`config.mk`:
```
export PLATFORM = sky130hd
export DESIGN_NAME = ng_out_dsky
export DESIGN_NICKNAME = d
export VERILOG_FILES = /design/src/rtl/ng_out_pkg.sv /design/src/rtl/ng_sync_fifo.sv /design/src/rtl/ng_out_dsky.sv
export SDC_FILE = /design/constraint.sdc
export NUM_CORES = 1
export LEC_CHECK = 0
export BUFFER_PORTS_ARGS = -buffer_cell sky130_fd_sc_hd__buf_2
export CORE_ASPECT_RATIO = 0.6
export CORE_MARGIN = 1
export CORE_UTILIZATION = 64
export DETAILED_ROUTE_END_ITERATION = 16
export PLACE_DENSITY = 0.84
export SLEW_MARGIN = 10
export SYNTH_ARGS = -nofsm -noshare
export SYNTH_HDL_FRONTEND = slang
export SYNTH_SLANG_ARGS = --single-unit
```
`constraint.sdc`:
```
create_clock -name CLK2 -period 6.1 [get_ports CLK2]
set_clock_uncertainty 0.05 [all_clocks]
set_input_delay 1.22 -clock CLK2 [delete_from_list [all_inputs] [get_ports CLK2]]
set_output_delay 1.22 -clock CLK2 [all_outputs]
set_load 0.02 [all_outputs]
```
`src/rtl/ng_out_pkg.sv`:
```
// ng_out_pkg: relay word field positions and display handshake state encoding.
package ng_out_pkg;
  localparam int WORD_W   = 15;
  localparam int ADDR_MSB = 14;
  localparam int ADDR_LSB = 11;
  localparam int FLAG_BIT = 10;
  localparam int DIGA_MSB = 9;
  localparam int DIGA_LSB = 5;
  localparam int DIGB_MSB = 4;
  localparam int DIGB_LSB = 0;
  typedef enum logic [1:0] {IDLE = 2'd0, REQ = 2'd1, REL = 2'd2, HOLD = 2'd3} state_t;
endpackage

```
`src/rtl/ng_sync_fifo.sv`:
```
// ng_sync_fifo: register FIFO with registered full flag and occupancy count.
module ng_sync_fifo #(
  parameter int W = 15,
  parameter int DEPTH = 4,
  localparam int AW = $clog2(DEPTH),
  localparam int CW = AW + 1
) (
  input  logic          clk,
  input  logic          rst,
  input  logic          wr,
  input  logic          rd,
  input  logic [W-1:0]  din,
  output logic [W-1:0]  dout,
  output logic          full,
  output logic          empty,
  output logic [CW-1:0] count
);
  logic [W-1:0] mem_q [DEPTH];
  logic [AW-1:0] wp_q, wp_d, rp_q, rp_d;
  logic [CW-1:0] cnt_q, cnt_d;
  logic full_q, full_d, push, pop;
  // Fullness is the state at the start of the cycle, so a concurrent pop never frees a slot for this write.
  always_comb begin
    push = wr && !full_q;
    pop = rd && cnt_q != '0;
    wp_d = push ? wp_q + AW'(1) : wp_q;
    rp_d = pop ? rp_q + AW'(1) : rp_q;
    cnt_d = cnt_q + CW'(push) - CW'(pop);
    full_d = cnt_d == CW'(DEPTH);
  end
  always_ff @(posedge clk) begin
    if (rst) begin
      wp_q <= '0;
      rp_q <= '0;
      cnt_q <= '0;
      full_q <= 1'b0;
    end else begin
      wp_q <= wp_d;
      rp_q <= rp_d;
      cnt_q <= cnt_d;
      full_q <= full_d;
    end
  end
  always_ff @(posedge clk) begin
    if (push) mem_q[wp_q] <= din;
  end
  assign dout = mem_q[rp_q];
  assign full = full_q;
  assign empty = cnt_q == '0;
  assign count = cnt_q;
endmodule

```
`src/rtl/ng_out_dsky.sv`:
```
// ng_out_dsky: buffers AGC relay words and presents them to the DSKY over a DispReq/DispAck handshake.
module ng_out_dsky
  import ng_out_pkg::*;
#(
  parameter int DEPTH = 4,
  parameter int TIMEOUT = 1024,
  parameter int HOLD_CYC = 8
) (
  input  logic        CLK2,
  input  logic        RST,
  input  logic        OUT_WR,
  input  logic [15:0] OUT_BUS,
  output logic        OUT_FULL,
  output logic        DispReq,
  input  logic        DispAck,
  output logic [3:0]  DispAddr,
  output logic        DispFlag,
  output logic [4:0]  DispDigA,
  output logic [4:0]  DispDigB,
  output logic        DispErr,
  output logic        DispOvf
);
  localparam int TW = $clog2(TIMEOUT + 1);
  localparam int HW = $clog2(HOLD_CYC + 1);
  localparam int CW = $clog2(DEPTH) + 1;
  state_t st_q, st_d;
  logic [2:0] ack_sr_q;
  logic ack_hi, ack_rise, avail_q;
  logic req_q, req_d, err_q, err_d, ovf_q, ovf_d;
  logic [WORD_W-1:0] word_q, word_d, fifo_dout;
  logic [TW-1:0] tmo_q, tmo_d;
  logic [HW-1:0] hold_q, hold_d;
  logic wr_en, rd_en, fifo_full, fifo_empty, tmo_done;
  logic [CW-1:0] fifo_count;
  logic unused_sig;
  assign ack_hi = ack_sr_q[1];
  assign ack_rise = ack_sr_q[2:1] == 2'b01;
  assign unused_sig = &{1'b0, ack_rise, OUT_BUS[15], fifo_count};
  assign wr_en = OUT_WR && OUT_BUS[ADDR_MSB:ADDR_LSB] != '0;
  assign tmo_done = tmo_q == TW'(TIMEOUT - 1);
  ng_sync_fifo #(.W(WORD_W), .DEPTH(DEPTH)) u_fifo (
    .clk(CLK2), .rst(RST), .wr(wr_en), .rd(rd_en), .din(OUT_BUS[WORD_W-1:0]),
    .dout(fifo_dout), .full(fifo_full), .empty(fifo_empty), .count(fifo_count)
  );
  always_comb begin
    st_d = st_q;
    req_d = req_q;
    word_d = word_q;
    err_d = err_q;
    ovf_d = ovf_q | (wr_en && fifo_full);
    tmo_d = tmo_q;
    hold_d = hold_q;
    rd_en = 1'b0;
    case (st_q)
      IDLE: if (avail_q && !fifo_empty && !ack_hi) begin
        rd_en = 1'b1;
        word_d = fifo_dout;
        req_d = 1'b1;
        tmo_d = '0;
        st_d = REQ;
      end
      REQ: if (ack_hi) begin
        req_d = 1'b0;
        tmo_d = '0;
        st_d = REL;
      end else if (tmo_done) begin
        req_d = 1'b0;
        err_d = 1'b1;
        hold_d = '0;
        st_d = HOLD;
      end else tmo_d = tmo_q + TW'(1);
      REL: if (!ack_hi || tmo_done) begin
        err_d = err_q | ack_hi;
        hold_d = '0;
        st_d = HOLD;
      end else tmo_d = tmo_q + TW'(1);
      default: if (hold_q == HW'(HOLD_CYC - 1)) st_d = IDLE;
        else hold_d = hold_q + HW'(1);
    endcase
  end
  // avail_q re-registers FIFO occupancy so a fresh word reaches the display two edges after its write.
  always_ff @(posedge CLK2) begin
    if (RST) begin
      st_q <= IDLE;
      ack_sr_q <= '0;
      avail_q <= 1'b0;
      req_q <= 1'b0;
      word_q <= '0;
      err_q <= 1'b0;
      ovf_q <= 1'b0;
      tmo_q <= '0;
      hold_q <= '0;
    end else begin
      st_q <= st_d;
      ack_sr_q <= {ack_sr_q[1:0], DispAck};
      avail_q <= !fifo_empty;
      req_q <= req_d;
      word_q <= word_d;
      err_q <= err_d;
      ovf_q <= ovf_d;
      tmo_q <= tmo_d;
      hold_q <= hold_d;
    end
  end
  assign OUT_FULL = fifo_full;
  assign DispReq = req_q;
  assign DispAddr = word_q[ADDR_MSB:ADDR_LSB];
  assign DispFlag = word_q[FLAG_BIT];
  assign DispDigA = word_q[DIGA_MSB:DIGA_LSB];
  assign DispDigB = word_q[DIGB_MSB:DIGB_LSB];
  assign DispErr = err_q;
  assign DispOvf = ovf_q;
endmodule

```
-- Yosys cells after proc, flatten, opt, wreduce, memory -nomap -nowiden
Memory sizes are Yosys's and may differ from the RTL's. A register that Yosys moved wholly into a read port is not among the register bits.
Cells that the tools add are included.
- bitwise operators: 3
- eq/ne operators: 13
- reduce and logical (&&, ||, !) cells: 24
- mux-type cells: 28
- add/subtract/negate cells: 6
- operators by type and width (cell ; count):
    $mux 11 ; 4
    $pmux 11 s3 ; 1
    $mux 4 ; 4
    $pmux 4 s3 ; 1
    $reduce_and 4->1 ; 3
    $add 11x1->11 const B ; 1
    $eq 11x10->1 const B ; 1
    $mux 1 ; 10
    $mux 2 ; 5
    $ne 2x2->1 const B ; 5
    $reduce_bool 4->1 ; 2
    $logic_and 1x1->1 ; 6
    $ne 3x3->1 const B ; 2
    $pmux 2 s3 ; 1
    $reduce_bool 3->1 ; 2
    $reduce_and 5->1 ; 1
    $add 2x1->2 const B ; 2
    $add 4x1->4 const B ; 1
    $eq 4x3->1 const B ; 1
    $pmux 1 s2 ; 2
    $reduce_bool 2->1 ; 2
    $add 3x1->3 ; 1
    $eq 3x3->1 const B ; 1
    $logic_not 1->1 ; 3
    11 further kinds ; 12
- memories kept: 1
- output and inout port bits: 19
- logic and storage cells: 87
- register bits after elaboration: 31
- RAM bits: 60
- bits of input ports: 20
- memory list (memory ; words ; width ; read ports ; clocked after memory_dff ; write ports ; RTL line ; source):
    u_fifo.mem_q ; 4 ; 15 ; 1 ; 1 ; 1 ; ng_sync_fifo.sv:18 ; logic [W-1:0] mem_q [DEPTH];

-- Depth between registers and ports, before layout
Gate-level depths: netlist of run 1.
- word-level depth: 9
- gate-level depth with buffers: 14
- depth with buffers taken out: 13

-- Hierarchy
From an unflattened synthesis of run 1, not the netlist that was laid out.
- cells, all modules: 347
- area, all modules: 4534.3 um^2
- by module, submodules not included (module ; instances ; cells an instance ; sequential area each (um^2) ; area each (um^2)):
    ng_sync_fifo ; 1 ; 128 ; 2001.9 ; 2670.1
    ng_out_dsky ; 1 ; 219 ; 760.7 ; 1864.3

-- Worst setup path before layout of run 1
Ideal clock, no wire load.
- path type: register to register
- start: register u_fifo.cnt_q[1] (netlist: u_fifo.count[1])
- end: register u_fifo.full_q (netlist: u_fifo.full)
- required time: 5.990 ns
- library setup time: 0.060 ns
- setup slack: 3.149 ns
- arrival time: 2.841 ns
- stages on the path, launching flop included: 14
- buffers on the path: 1
- cell sequence: dfxtp_1 > or3_1 > nand3_1 > clkinv_1 > clkbuf_1 > ha_1 > inv_1 > ha_1 > inv_1 > fa_1 > xor2_1 > and2_1 > nor3_1 > and3b_1
- word-level cells in the longest chain between the ends: 9
- elaborated cells on any way between the ends: 11
- those cells by class: 2 x add/sub; 1 x eq/ne; 2 x mux; 6 x reduce/logical
- RTL lines (what ; RTL line ; source):
    from (decl) ; ng_sync_fifo.sv:20 ; logic [CW-1:0] cnt_q, cnt_d;
    from (signal assigned) ; ng_sync_fifo.sv:40 ; cnt_q <= cnt_d;
    $logic_not 3->1 ; ng_sync_fifo.sv:49 ; assign empty = cnt_q == '0;
    $logic_not 1->1 ; ng_out_dsky.sv:55 ; IDLE: if (avail_q && !fifo_empty && !ack_hi) begin
    $logic_and 1x1->1 (2 in series) ; ng_out_dsky.sv:55 ;
    $mux 1 ; ng_out_dsky.sv:55 ;
    $mux 1 ; ng_out_dsky.sv:54 ; case (st_q)
    $logic_and 1x1->1 (*) ; ng_sync_fifo.sv:25 ; pop = rd && cnt_q != '0;
    via u_fifo.pop ; ng_sync_fifo.sv:21 ; logic full_q, full_d, push, pop;
    $sub 3x1->3 (*) ; ng_sync_fifo.sv:28 ; cnt_d = cnt_q + CW'(push) - CW'(pop);
    $eq 3x3->1 (*) ; ng_sync_fifo.sv:29 ; full_d = cnt_d == CW'(DEPTH);
    to (signal assigned) ; ng_sync_fifo.sv:41 ; full_q <= full_d;
    to (decl) ; ng_sync_fifo.sv:21 ;
Mark *: on every way through the listed nets, which the timed path passes. The rest lies on a longest branch.
A chain may end at the register's enable or synchronous reset.

-- Worst setup path after layout of run 1
- start: register st_q[1]
- end: register u_fifo.full_q (netlist: u_fifo.full)
- word-level cells in the longest chain between the ends: 5
- RTL lines (what ; RTL line ; source):
    from (decl) ; ng_out_dsky.sv:26 ; state_t st_q, st_d;
    from (signal assigned) ; ng_out_dsky.sv:94 ; st_q <= st_d;
    $logic_not 2->1 ; ng_out_dsky.sv:54 ;
    $mux 1 ; ng_out_dsky.sv:54 ;
    $logic_and 1x1->1 ; ng_sync_fifo.sv:25 ;
    $sub 3x1->3 ; ng_sync_fifo.sv:28 ;
    $eq 3x3->1 ; ng_sync_fifo.sv:29 ;
Every way passes these cells.

==> out/qor.yml, run 1 <==
status: "complete, but fails checks"
violations: "DRC"
setup.worst_path.end_class: "flop"
timing.critical_path.from_type: "flop"
synth_cell_types: 60
drtAntennaViolNets: 0
hold_depth: 1
synth_edf_count: 60
synthToLayoutAreaGrowth_pct: 9.621
io_pins: 39
maxSlewHeadroom_pct: 24.26
filler_cell_count: 461
most-common-layout-cells: "60 x sky130_fd_sc_hd__edfxtp_1, 45 x sky130_fd_sc_hd__dfxtp_1, 37 x sky130_fd_sc_hd__buf_2"
asyncSetResetFlopFracSynth_pct: 0
cts_inserted_buffers: 9
cts_max_path_buffers: 2
worst-setup-path-type: "flop to flop"
crit_required_ns: 6.32
combinational_family_with_the_most_area_after_synthesis: "simple AND/OR/NAND/NOR gates"
finalWirelength_um: 9137
synth-warning-count: 0
totalNegativeSetupSlack_ns: 0
hold-worst-slack_ns: 0.3979
io_buffers: 37
achievable-frequency_mhz: 240.2
layout_commonest_cell: "sky130_fd_sc_hd__edfxtp_1"
post_drt_via_cell_ratio: 6.324
hold_viol_final: 0
gpl.final_weighted_congestion: 0.8158
setup-violations-final: 0
core.rowCount: 23
synthMuxAreaShare_pct: 7.359
cts_hold_repair.buffers: 0
drt-pass1-iter-count: 11
timing.final.crit_period_ns: 4.164
post_route_cells_drive_above_1_share_pct: 19.18
postSynthRegisterBits: 106
first_global_vias: 2879
crit_arrival_ns: 4.39
crit_path_max_fanout: 18
post-route-drc-count: 4
rr_worst_depth: 13
global_route_wire_length_before_repair_um: 14680
post_detailed_placement_half_perimeter_wirelength_um: 5601
initial_utilization_pct: 67.59
clkLatencyLatePin_ns: 0.34
max-vdd-ir-drop_v: 0.0002639
mapped_nets: 391
wl_per_cell_um: 19.12
hold_path.class: "flop to flop"
part_of_the_yosys_area_used_for_sequential_elements_pct: 59.31
synthAdderAreaFrac_pct: 3.707
grt_start_max_net_pins: 55
detailroute.via_count: 3023
die_h_um: 67.61
initial_antenna_violation_count: 1
synth_simple_gate_area_share_pct: 12.76
die_width_um: 111.3
layout.nets: 419
grt_usage_pct: 26.35
reg2reg_setup_slack_ns: 1.94
antenna_cells_inserted: 0
initialDrtViolationCount: 277
fraction_of_synthesized_cell_area_in_xor_and_xnor_cells_pct: 0.7632
cts.htree.levels: 3
post_cts_resize_count: 0
cts_tree: "done"
clock-sinks: 106
synth_compound_area_share_pct: 11.61
synth.cell_area_mm2: 0.004591
netlist_instances: 358
final_period_util_pct: 68.26
max_cap_viol_count: 0
coreArea_mm2: 0.006792
synth_ff_type: "sky130_fd_sc_hd__edfxtp_1"
clk_pin_slew_ns: 0.06
global_route.overflow_total: 0
power_per_cell_area_mw_per_mm2: 383.3
die-area_mm2: 0.007527
report.final.slew_viol_count: 0
post-cts-setup-buffer-count: 0
clock_tree_root: "sky130_fd_sc_hd__clkbuf_16"
worst-slew-pin-transition_ns: 1.134
synthesis.area_per_instance_um2: 12.82
power_leakage_uw: 0.001729
grt_setup_unrepaired: "false"
[registers in the layout, indices dropped and copies added (netlist names)]
signal and count:
u_fifo.full 1, st_q 2, DispReq 1, u_fifo.count 3, avail_q 1, word_q 15
u_fifo.rp_q 2, tmo_q 11, u_fifo.wp_q 2, DispOvf 1, ack_sr_q 2, u_fifo.mem_q 60
DispErr 1, hold_q 4
[cells by family after synthesis]
kind of cell | count (synthesis)
AOI/OAI and AO/OA | 72
buffers and inverters | 39
DFF | 106
muxes | 15
xor gates and xnor gates | 4
and+or+nand+nor | 109
adders and majority gates | 13
[critical path, cell delays in order, from the launching register on]
cell and delay (ns):
sky130_fd_sc_hd__dfxtp_1 0.45, sky130_fd_sc_hd__inv_1 0.11, sky130_fd_sc_hd__ha_1 0.27, sky130_fd_sc_hd__nand3_1 0.52, sky130_fd_sc_hd__clkinv_1 0.77, sky130_fd_sc_hd__ha_1 0.54, sky130_fd_sc_hd__inv_1 0.06, sky130_fd_sc_hd__ha_1 0.14
sky130_fd_sc_hd__inv_1 0.05, sky130_fd_sc_hd__fa_1 0.37, sky130_fd_sc_hd__xor2_1 0.16, sky130_fd_sc_hd__and2_1 0.16, sky130_fd_sc_hd__nor3_1 0.22, sky130_fd_sc_hd__and3b_1 0.23
[synth_stat cells, drive strengths merged (4+ instances only)]
cell | instances | share of area [%]
o31ai | 8 | 1.3
nand3 | 8 | 0.87
dfxtp | 46 | 20
nor2 | 12 | 0.98
nor2b | 5 | 0.68
a21oi | 24 | 2.6
nand4 | 8 | 1.1
clkbuf | 10 | 0.82
inv | 18 | 1.5
and2 | 7 | 0.95
or3 | 8 | 1.1
ha | 12 | 3.3
o32ai | 8 | 1.7
mux4 | 15 | 7.4
nor3 | 4 | 0.44
a2111oi | 9 | 1.9
edfxtp | 60 | 39
nand2 | 35 | 2.9
buf | 9 | 1.7
a31oi | 4 | 0.55
[path summary, 6_finish.rpt]
check                                 start          end
worst max-delay path                st_q[1]  u_fifo.full
worst min-delay path            ack_sr_q[0]  ack_sr_q[1]
worst max register to register      st_q[1]  u_fifo.full
worst min register to register  ack_sr_q[0]  ack_sr_q[1]
[metrics by stage]
stage	std cells	util (%)	power, µW	area (µm²)	worst slack [ns]
finish	478	74.10	1929	5032	1.936
global route	478	74.10	2013	5032	1.677
CTS	478	74.08	1934	5031	1.950
detailed placement	462	69.93	1376	4750	2.066
global placement	462	69.93	1353	4750	2.210
floorplan	358	-	1272	4591	3.149
[power breakdown]
part,internal [µW],switching [µW],leakage [µW]
combinational,188,275,0.000674
clock,317,232,0.000131
sequential,851,65.6,0.000923
[cell type report]
cell class                 count  area [µm²]  area share (%)
clock buffer                  13       240.2           4.774
clock inverter                 3       41.29          0.8205
inverter                      19       71.32           1.417
multi-input combinational    213        1662           33.02
sequential                   106        2724           54.13
tap                           87       108.9           2.163
timing repair buffer          37       185.2           3.680
[layer usage]
metal / vias up / track usage, % / wire [µm] / part of all wire [%]
li1: 1414 / - / - / -
met1: 1466 / 35.62 / 4088 / 45
met2: 125 / 42.11 / 4227 / 46
met3: 16 / 6.912 / 697 / 7.6
met4: 2 / 9.459 / 114 / 1.2
met5: - / 0 / 8 / 0.088
No activity file was read; power rests on OpenSTA's default activity.
==> run 2: changes to the inputs <==
- CORE_UTILIZATION: 64 -> 59
- PLACE_DENSITY: 0.84 -> 0.78
- clock period: 6.1 -> 4.09 ns (I/O delays scaled with it)
==> out/qor.yml, run 2 (synthesized netlist as in run 1, its figures left out) <==
status: "complete, no violations"
io_buffers: 37  # unchanged
layout_commonest_cell: "sky130_fd_sc_hd__edfxtp_1"
clock_tree_root: "sky130_fd_sc_hd__clkbuf_16"
initial_antenna_violation_count: 0  # -1
power_per_cell_area_mw_per_mm2: 600.9  # +57%
power_leakage_uw: 0.001791  # +3.6%
p_int_uw: 2238  # +65%
totalNegativeSetupSlack_ns: 0  # unchanged
post_route_cells_drive_above_1_share_pct: 20.56  # +1.4 points
max-vdd-ir-drop_v: 0.0003446  # +31%
die_width_um: 115.9  # +4.1%
achievable-frequency_mhz: 356.0  # +48%
hold_depth: 1  # unchanged
p_comb_share_pct: 22.7  # -1.3 points
min_from: "ack_sr_q[0]"
r2r-end: "tmo_q[6]"
crit_path_max_fanout: 12  # -6
most-common-layout-cells: "60 x sky130_fd_sc_hd__edfxtp_1, 46 x sky130_fd_sc_hd__dfxtp_1, 37 x sky130_fd_sc_hd__buf_2"
power.clock.fraction_pct: 33.3  # +4.8 points
grt_setup_unrepaired: "false"
final_period_util_pct: 68.68  # +0.42 points
largest_reg_by_ff_count: "u_fifo.mem_q"
cts_hold_repair.buffers: 0  # unchanged
cts_inserted_buffers: 9  # unchanged
hold_path_end: "ack_sr_q[1]"
worst-slew-pin-transition_ns: 1.143  # +0.009229 ns
crit_arrival_ns: 2.95  # -1.44 ns
total_switching_power_uw: 863.1  # +51%
first_global_vias: 2921  # +1.5%
layout.nets: 422  # +0.72%
global_route.overflow_total: 0  # unchanged
dp_worst_slack_ns: 1.029  # -1.036 ns
synthToLayoutAreaGrowth_pct: 12.43
finalWirelength_um: 9164  # +0.30%
clk_pin_slew_ns: 0.07  # about the same
post_detailed_placement_half_perimeter_wirelength_um: 5695  # +1.7%
global_route_wire_length_before_repair_um: 14740  # +0.37%
report.final.slew_viol_count: 0  # unchanged
post-route-drc-count: 0  # -4
sw_ratio_pct: 27.83  # -1.8 points
grt_start_max_net_pins: 55  # unchanged
largest_register_ff_count: 60  # unchanged
cts_max_path_buffers: 2  # unchanged
timing.critical_path.from_type: "flop"
worst-setup-path-type: "flop to flop"
post_drt_via_cell_ratio: 5.996  # -5.2%
post_cts_resize_count: 0  # unchanged
seq_pwr_share_pct: 44.1  # -3.4 points
post-cts-setup-buffer-count: 0  # unchanged
drtAntennaViolNets: 0  # unchanged
io_pins: 39  # unchanged
hold-worst-slack_ns: 0.3905  # -0.007374 ns
max_cap_viol_count: 0  # unchanged
timing.final.crit_period_ns: 2.809  # -1.355 ns
detailroute.via_count: 2986  # -1.2%
finalWorstSetupSlack_ns: 1.281  # -0.6552 ns
top_regs: "u_fifo.mem_q (60), word_q (15), tmo_q (11)"
crit_required_ns: 4.23  # -2.09 ns
clock-sinks: 106  # unchanged
reg2reg_setup_slack_ns: 1.28  # -0.66 ns
rr_worst_depth: 5  # -8
critical_path.reg2reg.startpoint: "st_q[1]"
initialDrtViolationCount: 301  # +8.7%
initial_utilization_pct: 62.14  # -5.4 points
wl_per_cell_um: 18.40  # -3.7%
cts_tree: "done"
drt-pass1-iter-count: 5  # -6
antenna_cells_inserted: 0  # unchanged
coreArea_mm2: 0.007387  # +8.8%
grt_usage_pct: 24.59  # -1.8 points
core.rowCount: 24  # +4.3%
clkLatencyLatePin_ns: 0.34  # about the same
hold_viol_final: 0  # unchanged
gpl.final_weighted_congestion: 0.8376  # +2.7%
die_h_um: 70.33  # +4.0%
hold_path.class: "flop to flop"
die-area_mm2: 0.008149  # +8.3%
cts.htree.levels: 3  # unchanged
setup-violations-final: 0  # unchanged
maxSlewHeadroom_pct: 23.69  # -0.57 points
setup.worst_path.end_class: "flop"
run 2: cell type report:
type	count	area, µm²
fillers	526	2226
multi-input cells	213	1662
well taps	104	130.1
clock inverters	5	125.1
clock buffers	11	242.7
flip-flops and latches	106	2723
inverters	19	71.32
repair buffers	40	207.7
run 2: worst max-delay path, stage by stage, from the launching register on:
cell                        delay [ns]
sky130_fd_sc_hd__dfxtp_1          0.45
sky130_fd_sc_hd__ha_1             0.38
sky130_fd_sc_hd__inv_1            0.22
sky130_fd_sc_hd__a2111oi_2        0.93
sky130_fd_sc_hd__or4b_1           0.49
sky130_fd_sc_hd__o32ai_1          0.13
run 2: how the worst max path moves through the flow:
stage,start,end,slack [ns]
after detailed placement,OUT_BUS[12],u_fifo.full,1.03
after global placement,OUT_BUS[12],u_fifo.full,1.18
after global routing,st_q[1],u_fifo.full,1.11
final,st_q[1],tmo_q[6],1.28
after CTS,st_q[1],u_fifo.full,1.30
after floorplan,u_fifo.count[1],u_fifo.full,1.14
run 2: metal layers:
metal	global-route usage, %	up-vias	wire length, µm
met1	33.84	1452	4131
met5	0	-	0
li1	-	1418	-
met2	37.96	102	4346
met4	6.695	0	91
met3	7.465	14	595
run 2: through the flow:
step | instances | power (µW) | utilization, % | area (µm²)
after floorplan | 358 | 1897 | - | 4591
after global placement | 482 | 2043 | 64.89 | 4793
after detailed placement | 482 | 2074 | 64.89 | 4793
after CTS | 498 | 3121 | 69.87 | 5161
after global routing | 498 | 3241 | 69.87 | 5161
final | 498 | 3101 | 69.87 | 5161
run 2: power by group through the flow:
stage,sequential [µW],clock (µW),combinational (µW)
3_3_place_gp,1380,0,668
2_1_floorplan,1380,0,517
5_1_grt,1390,1090,766
3_5_place_dp,1390,0,687
4_1_cts,1370,1050,703
6_report,1370,1030,703
==> run 3: changes to the inputs <==
- CORE_UTILIZATION: 59 -> 53
- PLACE_DENSITY: 0.78 -> 0.74
- clock period: 4.09 -> 2.35 ns (I/O delays scaled with it)
==> out/qor.yml, run 3 (synthesized netlist as in run 1, its figures left out) <==
clock_tree_root: "sky130_fd_sc_hd__clkbuf_16"
largest_reg_by_ff_count: "u_fifo.mem_q"
dp_worst_slack_ns: -0.07329  # -1.103 ns
hold_viol_final: 0  # unchanged
grt_start_max_net_pins: 55  # unchanged
die_width_um: 122.2  # +5.4%
top_regs: "u_fifo.mem_q (60), word_q (15), tmo_q (11)"
clk_pin_slew_ns: 0.07  # about the same
gpl.final_weighted_congestion: 0.8244  # -1.6%
layout.nets: 450  # +6.6%
antenna_cells_inserted: 0  # unchanged
setup.worst_path.end_class: "flop"
worst-setup-path-type: "flop to flop"
cts_inserted_buffers: 9  # unchanged
grt_usage_pct: 21.97  # -2.6 points
achievable-frequency_mhz: 423.0  # +19%
die-area_mm2: 0.009050  # +11%
finalWorstSetupSlack_ns: -0.01395  # -1.295 ns
global_route.overflow_total: 0  # unchanged
cts.htree.levels: 3  # unchanged
io_buffers: 37  # unchanged
coreArea_mm2: 0.008133  # +10%
crit_required_ns: 2.59  # -1.64 ns
cts_max_path_buffers: 2  # unchanged
post_drt_via_cell_ratio: 5.853  # -2.4%
power_per_cell_area_mw_per_mm2: 974.9  # +62%
timing.final.crit_period_ns: 2.364  # -0.4449 ns
crit_arrival_ns: 2.61  # -0.34 ns
initial_utilization_pct: 56.45  # -5.7 points
final_core_utilization_pct: 66.40  # -3.5 points
drt-pass1-iter-count: 6  # +1
clock-sinks: 106  # unchanged
total_power_consumption_uw: 5264  # +70%
wl_per_cell_um: 17.15  # -6.8%
maxSlewHeadroom_pct: 37.81  # +14 points
initialDrtViolationCount: 384  # +28%
setup-violations-final: 1  # +1
crit_path_max_fanout: 2  # -10
most-common-layout-cells: "60 x sky130_fd_sc_hd__edfxtp_1, 44 x sky130_fd_sc_hd__dfxtp_1, 37 x sky130_fd_sc_hd__buf_2"
synthToLayoutAreaGrowth_pct: 17.63
reg2reg_setup_slack_ns: -0.01  # -1.30 ns
grt_setup_unrepaired: "true"
initial_antenna_violation_count: 0  # unchanged
totalNegativeSetupSlack_ns: -0.01395  # -0.01395 ns
dp_cells: 513  # +6.4%
worst-slew-pin-transition_ns: 0.9328  # -0.2103 ns
cts_hold_repair.buffers: 0  # unchanged
post_detailed_placement_half_perimeter_wirelength_um: 6154  # +8.1%
post_route_cells_drive_above_1_share_pct: 28.20  # +7.6 points
first_global_vias: 2883  # -1.3%
io_pins: 39  # unchanged
max-vdd-ir-drop_v: 0.0007676  # +120%
status: "complete, but fails checks"
worst_path_largest_cell_delay_ns: 0.40  # -0.53 ns
core.rowCount: 25  # +4.2%
detailroute.via_count: 3102  # +3.9%
clkLatencyLatePin_ns: 0.34  # about the same
violations: "setup timing"
largest_register_ff_count: 60  # unchanged
layout_commonest_cell: "sky130_fd_sc_hd__edfxtp_1"
crit_path_cell_trace: "or3_4 -> nand3_4 -> clkinv_4 -> ha_4 -> inv_2 -> ha_4 -> inv_2 -> fa_2 -> xor2_1 -> and2_1 -> nor3_2 -> and3b_1"
finish.cell_count_without_fillers: 530  # +6.4%
cts_tree: "done"
power_leakage_uw: 0.001902  # +6.2%
post-route-drc-count: 0  # unchanged
final_period_util_pct: 100.6  # +32 points
finalWirelength_um: 9091  # -0.80%
global_route_wire_length_before_repair_um: 14610  # -0.84%
max_cap_viol_count: 0  # unchanged
timing.critical_path.from_type: "flop"
hold_path.class: "primary input to flop"
filler_cell_count: 596  # +13%
die_h_um: 74.09  # +5.4%
drtAntennaViolNets: 0  # unchanged
cpMaxStageDelayCell: "sky130_fd_sc_hd__or3_4"
report.final.slew_viol_count: 0  # unchanged
run 3: cell count changes in the layout (fill, tap and decap cells not counted), sizes merged:
cell      change
bufinv        -4
inv           +1
clkinv        +2
buf          +28
clkinvlp      +1
run 3: worst paths after layout:
kind | depth (start not counted) | endpoint | startpoint
worst max-delay path | 12 | u_fifo.full | u_fifo.count[2]
worst min-delay path | 2 | ack_sr_q[0] | DispAck
worst max register to register | 12 | u_fifo.full | u_fifo.count[2]
worst min register to register | 1 | ack_sr_q[1] | ack_sr_q[0]
run 3: what timing repair did:
| action | 4_1_cts | 5_1_grt |
|---|---|---|
| pin swaps | 7 | 0 |
| setup buffers | 1 | 0 |
| endpoints found under the setup margin | 1 | 1 |
| resized for setup | 1 | 0 |
| hold endpoints to repair | 0 | 0 |
run 3: report_power, final:
part           internal [µW]  switching (µW)  leakage (µW)
combinational            720             840      0.000848
sequential              2210             117      0.000924
clock                    725             657      0.000130
total                   3650            1610       0.00190
run 3: routing by layer:
| layer | up-vias | wire length, µm | GRT usage (%) | part of all wire, % |
|---|---|---|---|---|
| li1 | 1482 | - | - | - |
| met1 | 1496 | 4320 | 31.81 | 48 |
| met5 | - | 0 | 0 | 0 |
| met4 | 0 | 88 | 5.285 | 0.97 |
| met3 | 11 | 683 | 6.902 | 7.5 |
| met2 | 113 | 3998 | 32.52 | 44 |
run 3: cell type report:
cell class	count	area (µm²)	share of cell area, %
Timing Repair Buffer	68	480.5	8.897
Clock buffer	11	232.7	4.310
Tap cell	108	135.1	2.502
Multi-Input combinational cell	213	1712	31.70
Clock inverter	5	38.79	0.7183
Inverter	19	76.32	1.413
Sequential cell	106	2725	50.46
run 3: critical path, delay by kind of cell, from the launching register on:
kind,cells,cell delay (ns)
XOR/XNOR,1,0.16
adder cells (fa/ha/maj),3,0.64
buffers and inverters,3,0.15
flip-flops,1,0.32
AND/OR/NAND/NOR,5,0.99
run 3: per-stage QoR:
step / area, µm² / hold slack [ns]
after CTS: 5400 / 0.2695
after floorplan: 4657 / 0.3638
after global routing: 5400 / 0.2747
after global placement: 5120 / 0.3830
after detailed placement: 5120 / 0.3800
final: 5400 / 0.2813
